==> src/rtl/mac_scheduler_pkg.sv <==
// Shared types, requester product slices and tag sizing for the MAC scheduler.
package mac_scheduler_pkg;
  localparam int NUM_REQ_DEF   = 5;

  // Product bit ranges each requester family keeps from the 32-bit result
  localparam int ENV_SLICE_HI  = 23;
  localparam int ENV_SLICE_LO  = 8;
  localparam int VOL_SLICE_HI  = 19;
  localparam int VOL_SLICE_LO  = 4;
  localparam int FILT_SLICE_HI = 31;
  localparam int FILT_SLICE_LO = 16;

  typedef logic [15:0] opnd_t;
  typedef logic [31:0] prod_t;

  function automatic int tag_w(input int n);
    return (n <= 2) ? 1 : $clog2(n);
  endfunction
endpackage

==> src/rtl/mac_scheduler_core.sv <==
// Two-stage multiply pipe: issue regs -> signed16 x unsigned16 multiply -> result regs.
module mac_core
  import mac_scheduler_pkg::*;
#(
  parameter int ID_W = 3
) (
  input  logic            clk,
  input  logic            reset,
  input  logic            issue_v_i,
  input  opnd_t           a_i,
  input  opnd_t           b_i,
  input  logic [ID_W-1:0] tag_i,
  output logic            s0_v_o,
  output logic            res_v_o,
  output logic [ID_W-1:0] res_tag_o,
  output prod_t           res_o
);
  logic            s0_v_q, s1_v_q;
  opnd_t           a_q, b_q;
  logic [ID_W-1:0] tag0_q, tag1_q;
  prod_t           prod_q, mult;

  always_ff @(posedge clk) begin
    if (reset) begin
      s0_v_q <= 1'b0;
      a_q    <= '0;
      b_q    <= '0;
      tag0_q <= '0;
    end else begin
      s0_v_q <= issue_v_i;
      if (issue_v_i) begin
        a_q    <= a_i;
        b_q    <= b_i;
        tag0_q <= tag_i;
      end
    end
  end

`ifdef ICE40_MAC
  SB_MAC16 #(
    .A_SIGNED(1'b1), .B_SIGNED(1'b0),
    .TOPOUTPUT_SELECT(2'b11), .BOTOUTPUT_SELECT(2'b11),
    .A_REG(1'b0), .B_REG(1'b0), .C_REG(1'b0), .D_REG(1'b0),
    .TOP_8x8_MULT_REG(1'b0), .BOT_8x8_MULT_REG(1'b0),
    .PIPELINE_16x16_MULT_REG1(1'b0), .PIPELINE_16x16_MULT_REG2(1'b0)
  ) u_mac (
    .CLK(clk), .CE(1'b1), .A(a_q), .B(b_q), .C(16'h0), .D(16'h0),
    .AHOLD(1'b0), .BHOLD(1'b0), .CHOLD(1'b0), .DHOLD(1'b0),
    .IRSTTOP(1'b0), .IRSTBOT(1'b0), .ORSTTOP(1'b0), .ORSTBOT(1'b0),
    .OLOADTOP(1'b0), .OLOADBOT(1'b0), .ADDSUBTOP(1'b0), .ADDSUBBOT(1'b0),
    .OHOLDTOP(1'b0), .OHOLDBOT(1'b0), .CI(1'b0), .ACCUMCI(1'b0), .SIGNEXTIN(1'b0),
    .O(mult), .CO(), .ACCUMCO(), .SIGNEXTOUT()
  );
`else
  // Full signed range of A x unsigned B fits exactly in 32 signed bits
  assign mult = $signed({{16{a_q[15]}}, a_q}) * $signed({16'h0, b_q});
`endif

  // Result regs only load on a real product so the bus holds across bubbles
  always_ff @(posedge clk) begin
    if (reset) begin
      s1_v_q <= 1'b0;
      tag1_q <= '0;
      prod_q <= '0;
    end else begin
      s1_v_q <= s0_v_q;
      if (s0_v_q) begin
        tag1_q <= tag0_q;
        prod_q <= mult;
      end
    end
  end

  assign s0_v_o    = s0_v_q;
  assign res_v_o   = s1_v_q;
  assign res_tag_o = tag1_q;
  assign res_o     = prod_q;
endmodule

==> src/rtl/mac_scheduler.sv <==
// Round-robin share of one multiplier among NUM_REQ valid/ready requesters.
module mac_scheduler
  import mac_scheduler_pkg::*;
#(
  parameter int NUM_REQ = NUM_REQ_DEF,
  parameter int ID_W    = tag_w(NUM_REQ)
) (
  input  logic                  clk,
  input  logic                  reset,
  input  logic [NUM_REQ-1:0]    iReqValid,
  input  logic [NUM_REQ*16-1:0] iReqA,
  input  logic [NUM_REQ*16-1:0] iReqB,
  output logic [NUM_REQ-1:0]    oReqReady,
  output logic [NUM_REQ-1:0]    oRespValid,
  output logic [31:0]           oResp,
  output logic                  oBusy
);
  logic [ID_W-1:0] ptr_q, ptr_d, gnt_idx, res_tag;
  logic            gnt_found, xfer, s0_v, res_v;
  prod_t           res;

  // First valid requester at or after the pointer, wrapping
  always_comb begin
    int j;
    gnt_found = 1'b0;
    gnt_idx   = '0;
    j         = 0;
    for (int i = 0; i < NUM_REQ; i++) begin
      j = int'(ptr_q) + i;
      if (j >= NUM_REQ) j = j - NUM_REQ;
      if (!gnt_found && iReqValid[j]) begin
        gnt_found = 1'b1;
        gnt_idx   = ID_W'(j);
      end
    end
  end

  assign xfer = gnt_found & ~reset;

  always_comb begin
    oReqReady = '0;
    if (xfer) oReqReady[gnt_idx] = 1'b1;
  end

  always_comb begin
    ptr_d = ptr_q;
    if (xfer) ptr_d = (gnt_idx == ID_W'(NUM_REQ - 1)) ? '0 : gnt_idx + 1'b1;
  end

  always_ff @(posedge clk) begin
    if (reset) ptr_q <= '0;
    else       ptr_q <= ptr_d;
  end

  mac_core #(.ID_W(ID_W)) u_core (
    .clk       (clk),
    .reset     (reset),
    .issue_v_i (xfer),
    .a_i       (iReqA[int'(gnt_idx)*16 +: 16]),
    .b_i       (iReqB[int'(gnt_idx)*16 +: 16]),
    .tag_i     (gnt_idx),
    .s0_v_o    (s0_v),
    .res_v_o   (res_v),
    .res_tag_o (res_tag),
    .res_o     (res)
  );

  // Outputs are forced quiet while reset is held, including the cycle it first asserts
  for (genvar r = 0; r < NUM_REQ; r++) begin : g_resp
    assign oRespValid[r] = res_v & ~reset & (res_tag == ID_W'(r));
  end

  assign oResp = reset ? '0 : res;
  assign oBusy = (s0_v | res_v) & ~reset;
endmodule
==> config.mk <==
export PLATFORM = sky130hd
export DESIGN_NAME = mac_scheduler
export DESIGN_NICKNAME = d
export VERILOG_FILES = /design/src/rtl/mac_scheduler_pkg.sv /design/src/rtl/mac_scheduler_core.sv /design/src/rtl/mac_scheduler.sv
export SDC_FILE = /design/constraint.sdc
export NUM_CORES = 1
export LEC_CHECK = 0
export CAP_MARGIN = 20
export CORE_MARGIN = 3
export CORE_UTILIZATION = 52
export CTS_BUF_LIST = sky130_fd_sc_hd__clkbuf_4 sky130_fd_sc_hd__clkbuf_8
export DETAILED_ROUTE_END_ITERATION = 7
export PLACE_DENSITY = 0.8
export SLEW_MARGIN = 0
export SYNTH_ARGS = -nofsm -noshare
export SYNTH_HDL_FRONTEND = slang
export SYNTH_SLANG_ARGS = --single-unit
==> constraint.sdc <==
create_clock -name clk -period 6.4 [get_ports clk]
set_clock_uncertainty 0.1 [all_clocks]
set_input_delay 0.64 -clock clk [delete_from_list [all_inputs] [get_ports clk]]
set_output_delay 0.64 -clock clk [all_outputs]
set_load 0.05 [all_outputs]
==> implementation parameters <==
Parameter                              Value

Critical path
  Worst reg-to-reg setup slack    240 ps
  Slowest cell on crit path    dfxtp_2
  CP Cell Sequence    nand2_1 > fa_1 > fa_1 > fa_1 > fa_1 > inv_1 > fa_1 > inv_1 > fa_1 > inv_1 > ha_1 > a21oi_1 > o21bai_1 > a21oi_2 > o221a_2 > a21oi_1 > buf_4 > a31oi_2 > inv_1 > a21oi_1 > xor2_1 > a2bb2oi_1
  Type of the setup path with the least slack    flip-flop to flip-flop
  Required time of the critical path    6560 ps
  Arrival time reported for the critical path endpoint    6320 ps
  Worst-path fanout max    13
  Critical path endpoint category    flip-flop
  Critical path launch point type    flip-flop
  Cell with the most instances on the worst path    fa_1
  Maximum cell stage delay along the critical path    570 ps

Floorplan
  Die Footprint    28850 sq um
  Number of top-level pins    210
  Die span in x    169.8 um
  Core footprint    26210 sq um
  Std cell rows    59
  Height of the die    169.8 um
  Starting utilization of the core area    53.27%

STA
  Final count of pins violating max slew    0
  Setup repair after global routing missed its margin    false
  Measured slew at the worst slew-check pin    974.7 ps
  Setup TNS after final layout    0 ps
  Post-route clock period utilization    96.22%
  Setup Viol. Count Final    0
  Achievable clock frequency    0.1624 GHz
  Total count of hold-check failures in the final report    0
  Shortest period the worst path allows    6158 ps
  Relative slew slack    35.02%

Job
  Max Cap Violations    0

Global route
  Residual overflow from global routing    0
  Maximum number of pins on one net before global-route repair    67
  Initial antenna violation count    3
  Wire length of the first global-routing pass    68500 um
  Overall routing resource usage    30.37%
  Number of global-route vias before repair    13.00k

Worst hold path
  Kind of path behind the tightest hold check    flip-flop to flip-flop

Layout
  Final Net Count    2309
  Most common cell after layout, fill and taps aside    inv_1
  Total area of sequential cells    1539 sq um
  Commonest cells after routing, fill and taps aside    246 x inv_1, 205 x clkdlybuf4s50_1, 194 x fa_1
  Footprint of the multi-input gates    11110 sq um
  # fillers    2256
  Share of layout cells above drive strength 1    8.009%
  P&R area growth vs syn    19.93%

Detailed routing
  Length of the first detailed-routing pass in iterations    5
  Number of violations reported at the end of detailed-routing iteration 0    1037
  Vias after detailed routing    12.53k
  Routed length per placed instance    20.05 um
  Vias per std cell    5.803
  Remaining design rule violation count    0
  Total Routed Length    43300 um
  Antenna violation net count after detailed routing    0

Logic synthesis
  Fraction of synthesized area in multiplexers    2.259%
  Sequential fraction of the synthesis area    10.76%
  #FFs+latches synth    75
  Netlist Area Pre-Place    13960 sq um
  Synth async-reset ratio    0%
  Synth Area in Compound Gates    16.38%
  Commonest register cell after synthesis    dfxtp_1
  Number of distinct library cells after synthesis    84
  Largest area contributor in the synthesized netlist    fa_1
  Largest cells by area after synthesis    fa_1 28%, ha_1 12%, dfxtp_1 11%
  Post-synth EDFFs    0
  Synth Area in Adders    39.47%
  Synthesized instance count    1628
  Net count after synthesis    2119
  Post-Synth XOR/XNOR Area    2.303%
  Post-synthesis average cell area    8.575 sq um
  Yosys Warn Count    0
  Area share of and/or/nand/nor cells after synthesis    18.98%
  Main combinational cell family by area after synthesis    adder cells
  Top-area cell type share of the netlist area    27.82%

Clock tree
  Maximum level of the CTS H-tree    3
  Clock insertion delay at the later pin of the skew report    400 ps
  Root cell of the clock tree    clkbuf_8
  Clock sinks    75
  Max clock buf depth    2
  Inserted Clock Buffers    9
  Clock slew at reported path FFs    120 ps
  Clock tree from TritonCTS    done

Status
  Run status    finished clean

Place
  IO Port Bufs    209
  Detail Placement HPWL    35170 um
  Final weighted congestion in routability-driven placement    0.9744
worst paths after layout:
path | end | startpoint | cells past startpoint
max | u_core.res_o[26] | u_core.b_q[8] | 22
min | u_core.res_o[11] | u_core.res_o[11] | 2
max reg2reg | u_core.res_o[26] | u_core.b_q[8] | 22
min reg2reg | u_core.res_o[11] | u_core.res_o[11] | 2
critical path, delay by kind of cell (launching register included):
kind,cells,cell delay (ps)
DFF,1,570
xor gates and xnor gates,1,220
AOI/OAI and AO/OA,8,1260
adders and majority gates,7,3370
buffers and inverters,5,380
and+or+nand+nor,1,140
per-layer routing:
| layer | track usage, % | routed length, um |
|---|---|---|
| met4 | 14.47 | 2357 |
| met3 | 4.530 | 3321 |
| met1 | 39.07 | 17300 |
| met5 | 0 | 0 |
| met2 | 50.45 | 20320 |
layout make-up:
type | instances | share of cell area, %
antenna | 2 | 0.02990
clock buffer | 9 | 0.7399
clock inverter | 7 | 0.4335
inverter | 250 | 5.635
multi-input combinational | 1213 | 66.34
sequential | 75 | 9.193
tap | 335 | 2.504
timing repair buffer | 269 | 15.13
cells by family after synthesis:
| family | count (synthesis) |
|---|---|
| simple gates | 518 |
| buf+inv | 340 |
| fa+ha+maj | 324 |
| compound gates | 305 |
| flops | 75 |
| xor+xnor | 35 |
| mux | 31 |
cells in the mapped netlist, drive strengths merged, types with 27 or more instances:
cell / count
a211oi: 36
a21oi: 52
a22oi: 27
a311oi: 28
and2: 117
and3: 34
buf: 28
clkbuf: 62
dfxtp: 75
fa: 194
ha: 130
inv: 248
mux2i: 27
nand2: 189
nor2: 63
nor2b: 40
o21ai: 41
o21bai: 37
through the flow:
step	instance area (sq um)	std cells	setup slack (ps)	util, %	hold WS [ps]
global route	16740	2160	12.13	63.88	424.8
global placement	16440	2137	13.67	62.75	366.6
finish	16740	2160	242.1	63.88	397.4
floorplan	13960	1628	289.9	-	336.0
CTS	16640	2153	4.469	63.51	399.1
detailed placement	16440	2137	-135.2	62.75	379.4
flip-flops by register name, indices dropped and copies added, names as in the netlist:
register          cells
u_core.tag0_q         3
u_core.res_o         32
u_core.res_v_o        1
u_core.b_q           16
ptr_q                 3
u_core.res_tag_o      3
u_core.s0_v_o         1
u_core.a_q           16
what timing repair did:
| action | 4_1_cts | 5_1_grt |
|---|---|---|
| gates resized for setup | 4 | 28 |
| buffers inserted | 0 | 5 |
| setup endpoints to repair | 10 | 14 |
| pin swaps | 0 | 1 |
| hold buffers | 0 | 0 |
| gates cloned | 0 | 0 |
Power is left out: the tool's default activity adds up to more than one toggle a clock period on the data nets, which glitch-free logic cannot reach.
